[src/rtl/instruction_aligner_pkg.sv]
// Shared types and constants for the fetch-side instruction aligner.
// Halfwords are the unit of buffering; 32-bit instructions are identified by their low opcode bits.
package instruction_aligner_pkg;

   typedef logic [15:0] halfword_t;
   typedef logic [31:0] instruction_type;

   localparam logic [1:0]  RVC_OPCODE_32 = 2'b11;
   localparam int unsigned HW_DEPTH      = 4;

   function automatic logic is_compressed(input halfword_t hw);
      return hw[1:0] != RVC_OPCODE_32;
   endfunction

endpackage

[src/rtl/instruction_aligner_buffer.sv]
// Four-entry halfword shift buffer: pops 0/1/2 entries from the head and
// appends 0/1/2 entries after whatever remains, all in one cycle.
module halfword_buffer
   import instruction_aligner_pkg::*;
(
   input  logic       clk,
   input  logic       reset,
   input  logic       i_clear,
   input  logic [1:0] i_push_count,
   input  halfword_t  i_push_hw0,
   input  halfword_t  i_push_hw1,
   input  logic [1:0] i_pop_count,
   output halfword_t  o_hw0,
   output halfword_t  o_hw1,
   output logic [2:0] o_occ
);

   halfword_t [HW_DEPTH-1:0] r_hw;
   halfword_t [HW_DEPTH-1:0] w_hw_next;
   logic [2:0]               r_occ;
   logic [2:0]               w_rem;
   logic [2:0]               w_occ_next;

   assign w_rem      = r_occ - {1'b0, i_pop_count};
   assign w_occ_next = w_rem + {1'b0, i_push_count};

   genvar gi;
   generate
      for (gi = 0; gi < HW_DEPTH; gi++) begin : g_slot
         halfword_t  w_shift1;
         halfword_t  w_shift2;
         halfword_t  w_next;
         logic [2:0] w_slot;

         if (gi + 1 < HW_DEPTH) begin : g_s1
            assign w_shift1 = r_hw[gi+1];
         end else begin : g_z1
            assign w_shift1 = '0;
         end

         if (gi + 2 < HW_DEPTH) begin : g_s2
            assign w_shift2 = r_hw[gi+2];
         end else begin : g_z2
            assign w_shift2 = '0;
         end

         // Position of this slot relative to the first free entry after the pop
         assign w_slot = 3'(gi) - w_rem;

         always_comb begin
            case (i_pop_count)
               2'd0:    w_next = r_hw[gi];
               2'd1:    w_next = w_shift1;
               default: w_next = w_shift2;
            endcase
            if ((3'(gi) >= w_rem) && (w_slot < {1'b0, i_push_count})) begin
               w_next = (w_slot == 3'd0) ? i_push_hw0 : i_push_hw1;
            end
         end

         assign w_hw_next[gi] = w_next;
      end
   endgenerate

   always_ff @(posedge clk) begin
      if (reset || i_clear) begin
         r_occ <= '0;
         r_hw  <= '0;
      end else begin
         r_occ <= w_occ_next;
         r_hw  <= w_hw_next;
      end
   end

   assign o_hw0 = r_hw[0];
   assign o_hw1 = r_hw[1];
   assign o_occ = r_occ;

endmodule

[src/rtl/instruction_aligner.sv]
// Fetch realignment stage: word requests to a 1-cycle BRAM, halfword buffering,
// and one 16- or 32-bit instruction per cycle with its PC and compressed flag.
module instruction_aligner
   import instruction_aligner_pkg::*;
#(
   parameter logic [31:0] RESET_PC   = 32'h0000_0000,
   parameter int          ADDR_WIDTH = 32
)
(
   input  logic                  clk,
   input  logic                  reset,
   output logic                  imem_req_o,
   output logic [ADDR_WIDTH-1:0] imem_addr_o,
   input  logic [31:0]           imem_rdata_i,
   input  logic                  flush_i,
   input  logic [31:0]           flush_pc_i,
   output logic                  out_valid_o,
   input  logic                  out_ready_i,
   output logic [31:0]           out_instr_o,
   output logic [31:0]           out_pc_o,
   output logic                  out_compressed_o
);

   localparam logic [ADDR_WIDTH-1:0] FETCH_RESET = ADDR_WIDTH'(RESET_PC & ~32'h3);

   logic [31:0]           r_pc;
   logic [ADDR_WIDTH-1:0] r_fetch_addr;
   logic                  r_drop_low;
   logic                  r_rsp_pending;

   halfword_t       w_hw0;
   halfword_t       w_hw1;
   logic [2:0]      w_occ;
   logic            w_is_c;
   logic            w_avail;
   logic            w_fire;
   logic [1:0]      w_pop_count;
   logic [1:0]      w_push_count;
   halfword_t       w_push_hw0;
   logic [3:0]      w_proj;
   instruction_type w_instr;

   halfword_buffer u_buf (
      .clk          (clk),
      .reset        (reset),
      .i_clear      (flush_i),
      .i_push_count (w_push_count),
      .i_push_hw0   (w_push_hw0),
      .i_push_hw1   (imem_rdata_i[31:16]),
      .i_pop_count  (w_pop_count),
      .o_hw0        (w_hw0),
      .o_hw1        (w_hw1),
      .o_occ        (w_occ)
   );

   always_comb begin
      w_is_c  = is_compressed(w_hw0);
      w_avail = (w_occ != 3'd0) && (w_is_c || (w_occ >= 3'd2));
      w_instr = '0;
      if (w_occ != 3'd0) begin
         w_instr = w_is_c ? {16'h0000, w_hw0} : {w_hw1, w_hw0};
      end
   end

   assign out_valid_o      = w_avail && !flush_i && !reset;
   assign out_instr_o      = w_instr;
   assign out_compressed_o = (w_occ != 3'd0) && w_is_c;
   assign out_pc_o         = r_pc;

   assign w_fire       = out_valid_o && out_ready_i;
   assign w_pop_count  = w_fire ? (w_is_c ? 2'd1 : 2'd2) : 2'd0;
   // A response whose low halfword precedes the target PC contributes only its high half
   assign w_push_count = r_rsp_pending ? (r_drop_low ? 2'd1 : 2'd2) : 2'd0;
   assign w_push_hw0   = r_drop_low ? imem_rdata_i[31:16] : imem_rdata_i[15:0];

   // Only request when the response is guaranteed to fit after next cycle's push
   assign w_proj      = {1'b0, w_occ} - {2'b00, w_pop_count} + {2'b00, w_push_count};
   assign imem_req_o  = !flush_i && !reset && (w_proj <= 4'd2);
   assign imem_addr_o = r_fetch_addr;

   always_ff @(posedge clk) begin
      if (reset) begin
         r_pc          <= RESET_PC;
         r_fetch_addr  <= FETCH_RESET;
         r_drop_low    <= RESET_PC[1];
         r_rsp_pending <= 1'b0;
      end else if (flush_i) begin
         r_pc          <= flush_pc_i;
         r_fetch_addr  <= ADDR_WIDTH'(flush_pc_i & ~32'h3);
         r_drop_low    <= flush_pc_i[1];
         r_rsp_pending <= 1'b0;
      end else begin
         if (w_fire) begin
            r_pc <= r_pc + (w_is_c ? 32'd2 : 32'd4);
         end
         if (imem_req_o) begin
            r_fetch_addr <= r_fetch_addr + ADDR_WIDTH'(4);
         end
         if (r_rsp_pending && r_drop_low) begin
            r_drop_low <= 1'b0;
         end
         r_rsp_pending <= imem_req_o;
      end
   end

endmodule

[config.mk]
export PLATFORM = sky130hd
export DESIGN_NAME = instruction_aligner
export DESIGN_NICKNAME = d
export VERILOG_FILES = /design/src/rtl/instruction_aligner_pkg.sv /design/src/rtl/instruction_aligner_buffer.sv /design/src/rtl/instruction_aligner.sv
export SDC_FILE = /design/constraint.sdc
export NUM_CORES = 1
export LEC_CHECK = 0
export CORE_MARGIN = 2
export CORE_UTILIZATION = 47
export DETAILED_ROUTE_END_ITERATION = 16
export PLACE_DENSITY_LB_ADDON = 0.25
export SLEW_MARGIN = 20
export SYNTH_ARGS = -nofsm -noshare
export SYNTH_HDL_FRONTEND = slang
export SYNTH_SLANG_ARGS = --single-unit
[constraint.sdc]
create_clock -name clk -period 5 [get_ports clk]
set_clock_uncertainty 0.2 [all_clocks]
set_input_delay 0.75 -clock clk [delete_from_list [all_inputs] [get_ports clk]]
set_output_delay 0.75 -clock clk [all_outputs]
set_load 0.01 [all_outputs]
==> results of run 1 <==
[state kept, by name (all words and copies together) (netlist names)]
name and count:
imem_addr_o 30, u_buf.o_hw0 16, r_rsp_pending 1, out_pc_o 32
u_buf.o_occ 3, u_buf.g_slot.w_shift2 32, r_drop_low 1, u_buf.o_hw1 16
[worst max-delay path, stage by stage]
cell and delay (ns):
clkdlybuf4s50_1 0.52, o21ai_1 0.10, nor2_1 0.15, nand2_1 0.11
inv_1 0.09, fa_1 0.42, inv_1 0.12, fa_1 0.41
a211oi_2 0.19, o311ai_1 0.16, or2_4 0.28, inv_6 0.06
clkdlybuf4s50_1 0.52
[repair_timing]
item / in CTS / in global routing
hold endpoints to repair: 0 / 0
hold buffers: 0 / 0
setup endpoints to repair: 0 / 1
buffers inserted: 0 / 1
resized for setup: 0 / 1
[power by group]
part	internal, mW	switching (mW)
registers	1.12	0.0774
clock network	0.824	0.487
logic	0.315	0.392
total	2.26	0.956
[cell usage in the layout (no fill, tap or decap), types with 18 or more instances in the layout]
cell type	count
a21oi_1	80
buf_4	32
dfxtp_1	131
nand2_1	90
mux2i_1	67
o22ai_1	34
a211oi_1	45
clkdlybuf4s50_1	162
a31oi_1	35
nand4_1	18
nor2_1	101
and3_1	25
ha_1	26
inv_1	27
nand3_1	30
and2_1	18
[through the flow]
| step | cell area, um2 | util | std cells | setup TNS, ns | total power [mW] |
|---|---|---|---|---|---|
| 6_report | 10500 | 0.628 | 1368 | 0 | 3.22 |
| 5_1_grt | 10500 | 0.628 | 1368 | -0.00893 | 3.34 |
| 4_1_cts | 10500 | 0.628 | 1367 | 0 | 3.22 |
| 3_5_place_dp | 9830 | 0.591 | 1335 | 0 | 1.91 |
| 3_3_place_gp | 9830 | 0.591 | 1335 | 0 | 1.90 |
| 2_1_floorplan | 8050 | - | 992 | 0 | 1.64 |
[routing by layer]
layer / vias to the layer above / part of all wire / GRT usage
li1: 3885 / - / -
met1: 3773 / 0.44 / 0.360
met2: 351 / 0.46 / 0.421
met3: 41 / 0.076 / 0.0518
met4: 0 / 0.022 / 0.0965
met5: - / 0 / 0
[worst max-delay path by stage]
stage	from	end	slack [ns]	cells past startpoint
2_1_floorplan	reset	u_buf.o_hw0[10]	0.22	16
3_3_place_gp	out_ready_i	imem_req_o	0.27	13
3_5_place_dp	out_ready_i	imem_req_o	0.16	13
4_1_cts	out_ready_i	imem_req_o	0.13	13
5_1_grt	out_ready_i	imem_req_o	-0.009	13
6_report	out_ready_i	imem_req_o	0.16	13
[cell type report]
cell class | instances | share of cell area
Tap cell | 220 | 0.0263
Sequential cell | 131 | 0.251
Timing Repair Buffer | 196 | 0.179
Clock buffer | 20 | 0.0446
Multi-Input combinational cell | 759 | 0.474
Clock inverter | 12 | 0.0146
Inverter | 30 | 0.0112
[cell families after synthesis]
kind of cell    after synthesis  share of synthesized area
simple gates                365                      0.230
fa+ha+maj                    31                     0.0529
xor+xnor                     30                     0.0336
flops                       131                      0.326
buf+inv                     102                     0.0608
other cells                   1                   0.000466
compound gates              259                      0.206
mux                          72                     0.0903
==> qor.csv, run 1 <==
stage,metric,value,unit
outcome,status,finished clean,
global_routing,vias in the first global route,7352,
synth,leading register cell type out of synthesis,dfxtp_1,
floorplan,Die Y,135,um
floorplan,total core area,16600,um2
critical_path,reg2reg setup slack,0.85,ns
global_routing,Total GRT Usage,0.266,
clocking,CTS Sinks,131,
min_path,hold-critical path endpoint,out_pc_o[0],
power,pwr/cell area,308,nW/um2
detailed_routing,routed len/inst,17.8,um
critical_path,Crit Path Max Fanout,4,
finish,fillcell total,1465,
sta,Slew @ Worst Pin,0.952,ns
detailed_routing,DRC viols,0,
clocking,H-tree depth,4,
detailed_routing,Final ANT Viol Nets,0,
min_path,Hold Path Stages,2,
global_routing,first-pass GRT wire length,38.5,mm
synth,"EDFF count, synth",0,
synth,Mapped Cells,991,
floorplan,IO Count,167,
clocking,clk slew on worst S/H paths,0.06,ns
finish,Area Growth Syn to Fin,30.0,%
sta,max-slew violation count,0,
finish,nets@finish,1234,
critical_path,Crit Reg-Reg Startpoint,u_buf.o_occ[0],
clocking,CTS tree,done,
synth,synthesized flop and latch total,131,
synth,top-area cell type share of the netlist area,0.326,
clocking,Bufs on Longest Clock Path,2,
min_path,Hold Crit Class,register to register,
finish,n_diodes,0,
critical_path,critical path class,input port to output pin,
power,worst vdd ir,0.248,mV
clocking,clock root cell,clkbuf_16,
finish,register area,2620,um2
placed_design,detailed placement HPWL,16.6,mm
critical_path,worst path required time,4.05,ns
synth,top post-synthesis cells by count,"131 x dfxtp_1, 101 x nor2_1, 90 x nand2_1",
sta,Tmin final,4.84,ns
clocking,Clock Latency Late Sink,0.43,ns
floorplan,die width,135,um
detailed_routing,DR vias,8050,
global_routing,largest net degree at the start of global routing,75,
synth,most frequent cell after synthesis,dfxtp_1,
detailed_routing,final wirelength,24.3,mm
detailed_routing,starting DRC count in detailed routing,669,
critical_path,crit end category,output pin,
synth,sequential-to-total area share from yosys stat,0.326,
critical_path,crit path DAT,3.89,ns
sta,crit share post-route,0.968,
sta,final hold vios,0,
synth,YS warnings,0,
synth,syn_area_per_cell,8.12,um2
clocking,CTS Buf Count,17,
sta,Fmax,207,MHz
floorplan,Die ar.,18200,um2
synth,post-synthesis cell type count,73,
sta,Rel. slew slack,0.364,
critical_path,startpoint type of the worst setup path,input port,
synth,Syn Std Cell Area,8050,um2
synth,ys async rst share,0,
synth,cell taking the most area after synthesis,dfxtp_1,
sta,final hold slack,0.309,ns
placed_design,port bufs,164,
synth,dominant cells by area after synthesis,"dfxtp_1 33%, mux2i_1 8.3%, a21oi_1 5.0%",
critical_path,FF-to-FF End,imem_addr_o[27],
floorplan,site row count,47,
min_path,Min-Delay Startpoint,out_pc_o[0],
global_routing,Overflow after GRT,0,
finish,ratio of cells with drive above 1 in the final layout,0.0854,
floorplan,Initial Utilization,0.483,
finish,Multi-input gate area,4950,um2
critical_path,Reg2Reg Depth,16,
placed_design,Final GP Congestion,0.858,
sta,fin worst setup slack,0.158,ns
detailed_routing,Via density,5.88,
power,Leak,4.21,nW
flow_run,Max Cap Viol,0,
sta,setup violators final,0,
global_routing,initial antenna violation count,0,
placed_design,dpl ws,0.160,ns
detailed_routing,DR pass1 iterations,5,
(Power assumes the default switching activity.)
==> run 2: changes to the inputs <==
- GPL_TIMING_DRIVEN: not set -> 0
==> run 2 against run 1 <==
Clock power is 8% higher. Global-route usage increased by 4.7 points. Register-to-register slack got worse by 0.51 ns. Hold slack got worse by 0.0039 ns. Die area unchanged. Total power is 5.5% higher. Highest routed layer unchanged. Sequential power barely moved.
==> qor.csv, run 2 (synthesis gave the netlist of run 1 again) <==
stage,metric,value,unit,change
sta,fin worst setup slack,0.136,ns,was 0.158 ns
detailed_routing,DRC viols,0,,unchanged
floorplan,total core area,16600,um2,unchanged
min_path,Min-Delay Startpoint,out_pc_o[0],,unchanged
floorplan,Initial Utilization,0.483,,unchanged
critical_path,crit end category,output pin,,unchanged
detailed_routing,DR pass1 iterations,6,,was 5
finish,post-route insts no fill,1410,,"was 1,368"
finish,"most common cell after layout, fill and taps aside",clkdlybuf4s50_1,,unchanged
finish,most frequent cells in the layout,"162 x clkdlybuf4s50_1, 131 x dfxtp_1, 99 x nor2_1, 89 x nand2_1, 80 x a21oi_1",,"was 162 x clkdlybuf4s50_1, 131 x dfxtp_1, 101 x nor2_1, 90 x nand2_1, 80 x a21oi_1"
critical_path,crit path DAT,3.91,ns,was 3.89 ns
clocking,CTS tree,done,,unchanged
placed_design,port bufs,163,,was 164
finish,nets@finish,1276,,"was 1,234"
power,combinational power share,0.229,,was 0.220
power,Tot Pwr,3.40,mW,was 3.22 mW
critical_path,Crit Path Max Fanout,10,,was 4
global_routing,GR Util met1,0.395,,was 0.360
detailed_routing,starting DRC count in detailed routing,898,,was 669
clocking,clock root cell,clkbuf_16,,unchanged
detailed_routing,routed len/inst,20.5,um,was 17.8 um
placed_design,dpl ws,-1.73,ns,was 0.160 ns
global_routing,largest net degree at the start of global routing,19,,was 75
clocking,clk slew on worst S/H paths,0.06,ns,about the same
outcome,status,finished clean,,unchanged
min_path,hold-critical path endpoint,out_pc_o[0],,unchanged
sta,max-slew violation count,0,,unchanged
floorplan,site row count,47,,unchanged
clocking,Bufs on Longest Clock Path,2,,unchanged
global_routing,Overflow after GRT,0,,unchanged
clocking,CTS Sinks,131,,unchanged
critical_path,reg2reg setup slack,0.34,ns,was 0.85 ns
power,Leak,4.30,nW,was 4.21 nW
critical_path,worst path required time,4.05,ns,about the same
global_routing,Most Crowded Layer GR,met2,,unchanged
clocking,Clock Latency Late Sink,0.43,ns,about the same
power,clock group share of total power,0.417,,was 0.408
sta,final hold vios,0,,unchanged
placed_design,detailed placement HPWL,20.7,mm,was 16.6 mm
detailed_routing,Final ANT Viol Nets,0,,unchanged
sta,Tmin final,4.86,ns,was 4.84 ns
global_routing,initial antenna violation count,0,,unchanged
sta,Rel. slew slack,0.388,,was 0.364
flow_run,Max Cap Viol,0,,unchanged
floorplan,die width,135,um,unchanged
critical_path,Reg2Reg Depth,16,,unchanged
clocking,CTS Buf Count,17,,unchanged
finish,ratio of cells with drive above 1 in the final layout,0.0866,,was 0.0854
power,Flop pwr share,0.354,,was 0.373
power,Switching Fraction,0.304,,was 0.297
finish,n_diodes,0,,unchanged
floorplan,IO Count,167,,unchanged
sta,Slew @ Worst Pin,0.913,ns,was 0.952 ns
global_routing,grt met3 use,0.0559,,was 0.0518
clocking,H-tree depth,4,,unchanged
floorplan,Die Y,135,um,unchanged
power,switching power total,1.03,mW,was 0.956 mW
global_routing,first-pass GRT wire length,44.0,mm,was 38.5 mm
placed_design,placed cell area,9960,um2,was 9830 um2
sta,setup violators final,0,,unchanged
detailed_routing,final wirelength,28.8,mm,was 24.3 mm
critical_path,Crit Reg-Reg Startpoint,u_buf.o_hw0[0],,was u_buf.o_occ[0]
finish,fin area,10700,um2,"was 10,500 um2"
power,worst vdd ir,0.249,mV,was 0.248 mV
detailed_routing,Via density,6.11,,was 5.88
critical_path,FF-to-FF End,imem_addr_o[24],,was imem_addr_o[27]
min_path,Hold Path Stages,2,,unchanged
global_routing,Total GRT Usage,0.313,,was 0.266
finish,Area Growth Syn to Fin,33.4,%,was 30.0%
power,pwr/cell area,316,nW/um2,was 308 nW/um2
sta,RSZ-0062 raised after global routing,no,,
critical_path,startpoint type of the worst setup path,input port,,unchanged
power,Int Power,2.36,mW,was 2.26 mW
placed_design,Final GP Congestion,0.946,,was 0.858
critical_path,critical path class,input port to output pin,,unchanged
sta,crit share post-route,0.973,,was 0.968
global_routing,vias in the first global route,8100,,"was 7,352"
global_routing,GR Layer Usage met2,0.517,,was 0.421
detailed_routing,DR vias,8620,,"was 8,050"
floorplan,Die ar.,18200,um2,unchanged
sta,Fmax,206,MHz,was 207 MHz
min_path,Hold Crit Class,register to register,,unchanged
finish,fillcell total,1419,,"was 1,465"
placed_design,Post-Place Cells,1375,,"was 1,335"
==> run 2: cell types whose count changed in the layout (fill, tap and decap cells not counted), moves of 3 or more <==
cell,previous run,this run
clkbuf_8,3,6
clkbuf_1,0,31
buf_2,2,10
buf_4,32,13
buf_6,0,4
buf_1,0,10
==> run 2: through the flow <==
step                      TNS, ns  utilization  hold slack, ns
after CTS                  -0.216        0.642           0.309
after detailed placement   -76.56        0.598           0.298
after global placement     -75.61        0.598           0.284
final                           0        0.645           0.305
after global routing            0        0.645           0.365
after floorplan                 0            -           0.288
==> run 2: worst max-delay path by stage <==
stage,to,cells after the start,slack [ns],start
floorplan,u_buf.o_hw0[10],16,0.22,reset
global placement,u_buf.o_hw0[12],17,-1.67,reset
detailed placement,u_buf.o_hw0[7],17,-1.73,reset
CTS,imem_req_o,14,-0.22,reset
global route,imem_addr_o[23],17,0.008,reset
finish,imem_req_o,14,0.14,reset
==> run 2: repair_timing <==
action	CTS	global route
setup buffers	3	3
hold buffers	0	0
resized for setup	19	9
pin swaps	2	2
endpoints found under the hold margin	0	0
endpoints found under the setup margin	83	33
==> run 2: area by class of cell <==
type	instances	area (um2)	share of cell area
sequential	131	2620	0.244
buffer	69	380	0.0354
inverter	30	125	0.0117
clock buffer	20	457	0.0426
multi-input combinational	759	4990	0.465
timing repair buffer	169	1680	0.156
clock inverter	12	203	0.0189
tap	220	275	0.0257
==> run 2: per-layer routing <==
metal  routed length (um)  up-vias
met4                 1150        0
met1                11400     4053
met5                    0        -
met3                 2800       88
met2                13500      507
li1                     -     3972
==> run 2: power by group through the flow <==
stage          Clock (mW)  Combinational (mW)  Sequential [mW]
2_1_floorplan           0               0.429             1.21
3_3_place_gp            0               0.724             1.22
3_5_place_dp            0               0.737             1.22
4_1_cts              1.41               0.759             1.20
5_1_grt              1.46               0.840             1.21
6_report             1.42               0.778             1.20
==> run 2: critical path, stage by stage <==
cell and delay [ns]:
clkdlybuf4s50_1 0.43, or2_2 0.33, clkbuf_8 0.19, nor2_4 0.14
nand2_2 0.09, inv_1 0.09, fa_1 0.43, inv_2 0.09
fa_1 0.40, a211oi_2 0.26, o311ai_2 0.18, or2_4 0.31
inv_8 0.06, dlymetal6s2s_1 0.15
==> variant 1, RTL diff (flow settings as in run 2) <==
Change the package constant `HW_DEPTH` from 4 to 8.
--- a/src/rtl/instruction_aligner_pkg.sv
+++ b/src/rtl/instruction_aligner_pkg.sv
@@ -6,7 +6,7 @@
    typedef logic [31:0] instruction_type;
 
    localparam logic [1:0]  RVC_OPCODE_32 = 2'b11;
-   localparam int unsigned HW_DEPTH      = 4;
+   localparam int unsigned HW_DEPTH      = 8;
 
    function automatic logic is_compressed(input halfword_t hw);
       return hw[1:0] != RVC_OPCODE_32;
Formal check against the unedited RTL: same outputs for any inputs over 4 cycles, from zero or initial values and one cycle with reset high; that may be too few to reach the edited logic, so the function may still have changed.
==> variant 1 against run 2 <==
- combinational power increased by 17%
- worst setup slack worse by 0.067 ns
- critical endpoint unchanged
- highest routed layer unchanged
- total power grew 19%
- wire length rose by 71%
- via count grew 58%
- design area grew 40%
- largest cell class unchanged
- worst hold slack got worse by 0.019 ns
- sequential cell count grew 64
- area after synthesis rose by 54%
==> variant 1: results (changes against run 2) <==
cells_and_area:
  nClkBuffers: 17  # -15%
  buffers: 302  # +27%
  clkCellAreaFrac_pct: 3.83  # -2.3 points
  nNetsFinal: 1924  # +51%
  multiInputGateArea_sq_mm: 0.00771  # +55%
  sh_seq_area_pct: 26.1  # +1.6 points
  layout-drive-gt1-share_pct: 8.11  # -0.54 points
worst_setup_path:
  cp_slowest_cell: "fa_1"
placement:
  dpl-instance-area_sq_mm: 0.0142  # +43%
  dp_slack_ns: -2.12  # -0.386 ns
  place_inst: 2129  # +55%
route:
  wirelength_um: 49300  # +71%
  vias_per_cell: 6.29  # +2.9%
  route.met2.wl_um: 20000  # +48%
  first_pass_iters: 5  # -1
  wl_met3_um: 6440  # +130%
synth:
  netlist_top_cells_area: "dfxtp_1, nand2_1, o32ai_1"
  yosysUniqueCellTypes: 77  # +5.5%
  synthMuxAreaShare_pct: 3.00  # -6.0 points
  synth_compound_area_share_pct: 23.3  # +2.7 points
clock_tree:
  post-cts-setup-buffers: 7  # +4
  post_cts_resized: 30  # +11
run_status:
  status: "finished, final reports clean"
sta:
  slew_headroom_pct: 37.5  # -1.3 points
pwr:
  netSwitchingFraction_pct: 33.8  # +3.4 points
  total_power_mw: 4.05  # +19%
global_route:
  grt_max_degree: 21  # +2
  grt_pass1_wl_um: 74100  # +68%
  gr-usage-met1_pct: 50.9  # +11 points
floorplan:
  taps: 335  # +52%
[variant 1: cell types whose count changed after synthesis, sizes merged, moves of 17 or more]
cell           run 2  this run
a31oi             35        16
and3              27       103
buf               34        60
clkbuf            37        87
dfxtp            131       195
mux2i             67        37
nand2             91       306
nand3             31        58
nor2             102       163
o211ai             2        48
o21ai             12        50
o22ai             34         8
o32ai              0        80
xnor2             15        32
[variant 1: final timing paths]
path	startpoint	end	slack (ns)	depth (start not counted)
setup / recovery	u_buf.o_hw0[1]$_SDFFE_PN0P_	imem_req_o	0.07	14
hold / removal	u_buf.g_slot[5].w_shift2[2]$_SDFFE_PN0P_	u_buf.g_slot[5].w_shift2[2]$_SDFFE_PN0P_	0.29	2
setup reg to reg	u_buf.o_occ[1]$_SDFF_PN0_	u_buf.g_slot[4].w_shift2[5]$_SDFFE_PN0P_	0.38	16
hold reg to reg	u_buf.g_slot[5].w_shift2[2]$_SDFFE_PN0P_	u_buf.g_slot[5].w_shift2[2]$_SDFFE_PN0P_	0.29	2
==> variant 2, RTL diff (config.mk and constraints of run 2) <==
Without the edit above. Reset style: asynchronous (`reset`), changed in one clocked block.
--- a/src/rtl/instruction_aligner.sv
+++ b/src/rtl/instruction_aligner.sv
@@ -78,7 +78,7 @@
    assign imem_req_o  = !flush_i && !reset && (w_proj <= 4'd2);
    assign imem_addr_o = r_fetch_addr;
 
-   always_ff @(posedge clk) begin
+   always_ff @(posedge clk or posedge reset) begin
       if (reset) begin
          r_pc          <= RESET_PC;
          r_fetch_addr  <= FETCH_RESET;
Check against the original RTL: differs if reset is asserted again (counterexample within 4 cycles, from zero or initial values and one cycle with reset high); with reset held inactive, the same outputs for 4 cycles.
==> variant 2 against run 2 <==
- worst setup slack got worse by 0.028 ns
- wire length increased by 1.4%
- critical path type unchanged
- area after synthesis increased by 0.93%
- largest cell class unchanged
- synthesized cell count decreased by 0.61%
- first-iteration DRC count increased by 9.6%
- total power increased by 5.1%
- sequential cell count unchanged
- design area increased by 1.0%
==> variant 2: results (changes against run 2) <==
pwr:
  max-vdd-ir-drop_mv: 0.288  # +16%
  power.internal_mw: 2.45  # +3.5%
  p_sw_mw: 1.12  # +8.6%
  leakage_nw: 4.15  # -3.4%
worst_setup_path:
  cp_max_fo: 10  # unchanged
  arrival_ns: 3.94  # +0.03 ns
cells_and_area:
  num_antenna_cells: 0  # unchanged
  layout-drive-gt1-share_pct: 10.5  # +1.9 points
  nNetsFinal: 1271  # -0.39%
global_route:
  grt_pass1_vias: 8401  # +3.7%
  grt_max_degree: 44  # +25
  grt_pass1_wl_um: 45100  # +2.6%
  grt_antenna_before_repair: 0  # unchanged
  grt_usage_pct: 32.0  # +0.70 points
synth:
  synth_ff_type: "dfxtp_1"
  async_reset_ff_share_pct: 48.9  # +49 points
  ys_seq_area_share_pct: 36.2  # +3.6 points
  ys_warn_count: 0  # unchanged
  netlist_top_cells_area: "dfrtp_1, dfxtp_1, nand2_1"
  synthTopCellsByCount: "nand2_1, dfxtp_1, dfrtp_1"
  yosysUniqueCellTypes: 62  # -15%
route:
  vias_per_cell: 6.26  # +2.3%
  drt_iter0_drc: 984  # +9.6%
  wl_per_cell_um: 20.7  # +1.4%
  first_pass_iters: 6  # unchanged
run_status:
  status: "finished, final reports clean"
clock_tree:
  clk_pin_slew_ns: 0.06  # about the same
  htree_levels: 4  # unchanged
  numCtsBuffers: 17  # unchanged
  cts_root_buf: "clkbuf_16"
  cts_buffer_depth: 2  # unchanged
  clk_latency_ns: 0.43  # about the same
sta:
  slew_headroom_pct: 28.0  # -11 points
placement:
  dp_slack_ns: -1.95  # -0.225 ns
  dp_hpwl_um: 21000  # +1.5%
  gp_congestion: 0.982  # +3.7%
  io_buffers: 164  # +0.61%
worst_hold_path:
  hp-class: "flop to flop"
## variant 2: timing repair
item / 4_1_cts / 5_1_grt
setup endpoints to repair: 94 / 11
cloned: 0 / 0
pin swaps: 5 / 1
resized for setup: 28 / 5
buffers inserted: 5 / 1
hold buffers: 0 / 0
## variant 2: metrics by stage
stage,std cells,hold WS (ns),area [sq um]
final,1411,0.260,10800
after global routing,1411,0.293,10800
after CTS,1410,0.259,10800
after detailed placement,1376,0.251,10100
after global placement,1375,0.246,10000
after floorplan,986,0.234,8130
## variant 2: path summary, 6_finish.rpt
check | endpoint | cells past startpoint | startpoint | slack (ns)
worst max-delay path | imem_req_o | 13 | flush_i | 0.11
worst min-delay path | u_buf.o_hw0[14]$_SDFFE_PP0P_ | 2 | u_buf.o_hw0[14]$_SDFFE_PP0P_ | 0.26
worst max register to register | u_buf.o_hw0[12]$_SDFFE_PP0P_ | 17 | u_buf.o_occ[2]$_SDFF_PP0_ | 0.25
worst min register to register | u_buf.o_hw0[14]$_SDFFE_PP0P_ | 2 | u_buf.o_hw0[14]$_SDFFE_PP0P_ | 0.26
max in group asynchronous | imem_addr_o[24]$_DFFE_PP0P_ | 3 | reset | 3.76
min in group asynchronous | r_rsp_pending$_DFF_PP0_ | 2 | reset | 0.30
## variant 2: power by group through the flow
stage / Combinational (mW) / Sequential, mW / Clock (mW)
final: 0.871 / 1.27 / 1.43
after global routing: 0.937 / 1.28 / 1.48
after CTS: 0.856 / 1.26 / 1.43
after detailed placement: 0.840 / 1.28 / 0
after global placement: 0.822 / 1.28 / 0
after floorplan: 0.462 / 1.27 / 0
## variant 2: layout make-up
type	instances	area, sq um
buffer	74	337
clock buffer	23	543
clock inverter	9	135
fill	1494	6270
inverter	28	113
multi-input combinational	750	4790
sequential	131	2950
tap	225	282
timing repair buffer	171	1700
## variant 2: cell families after synthesis
logic type / share of synthesized area, %
XOR/XNOR: 2.36
AND/OR/NAND/NOR: 23.2
AO/OA/AOI/OAI: 24.4
adder cells (fa/ha/maj): 5.08
flip-flops: 36.2
multiplexers: 3.47
other: 0.0462
buffers and inverters: 5.24
## variant 2: per-layer routing
layer | GRT usage (%) | vias up | wire length [um]
li1 | - | 4003 | -
met1 | 40.1 | 4224 | 11500
met5 | 0 | - | 0
met3 | 6.88 | 86 | 2860
met2 | 53.1 | 514 | 13900
met4 | 14.2 | 0 | 1030
## variant 2: critical path, cell delays in order
cell and delay [ns]:
dlygate4sd2_1 0.31, nor2_4 0.15, o311a_1 0.23, buf_6 0.12
buf_6 0.14, nand2_2 0.10, fa_1 0.50, fa_1 0.49
a211o_1 0.26, a311o_2 0.34, or2_4 0.28, inv_6 0.12
clkbuf_2 0.14
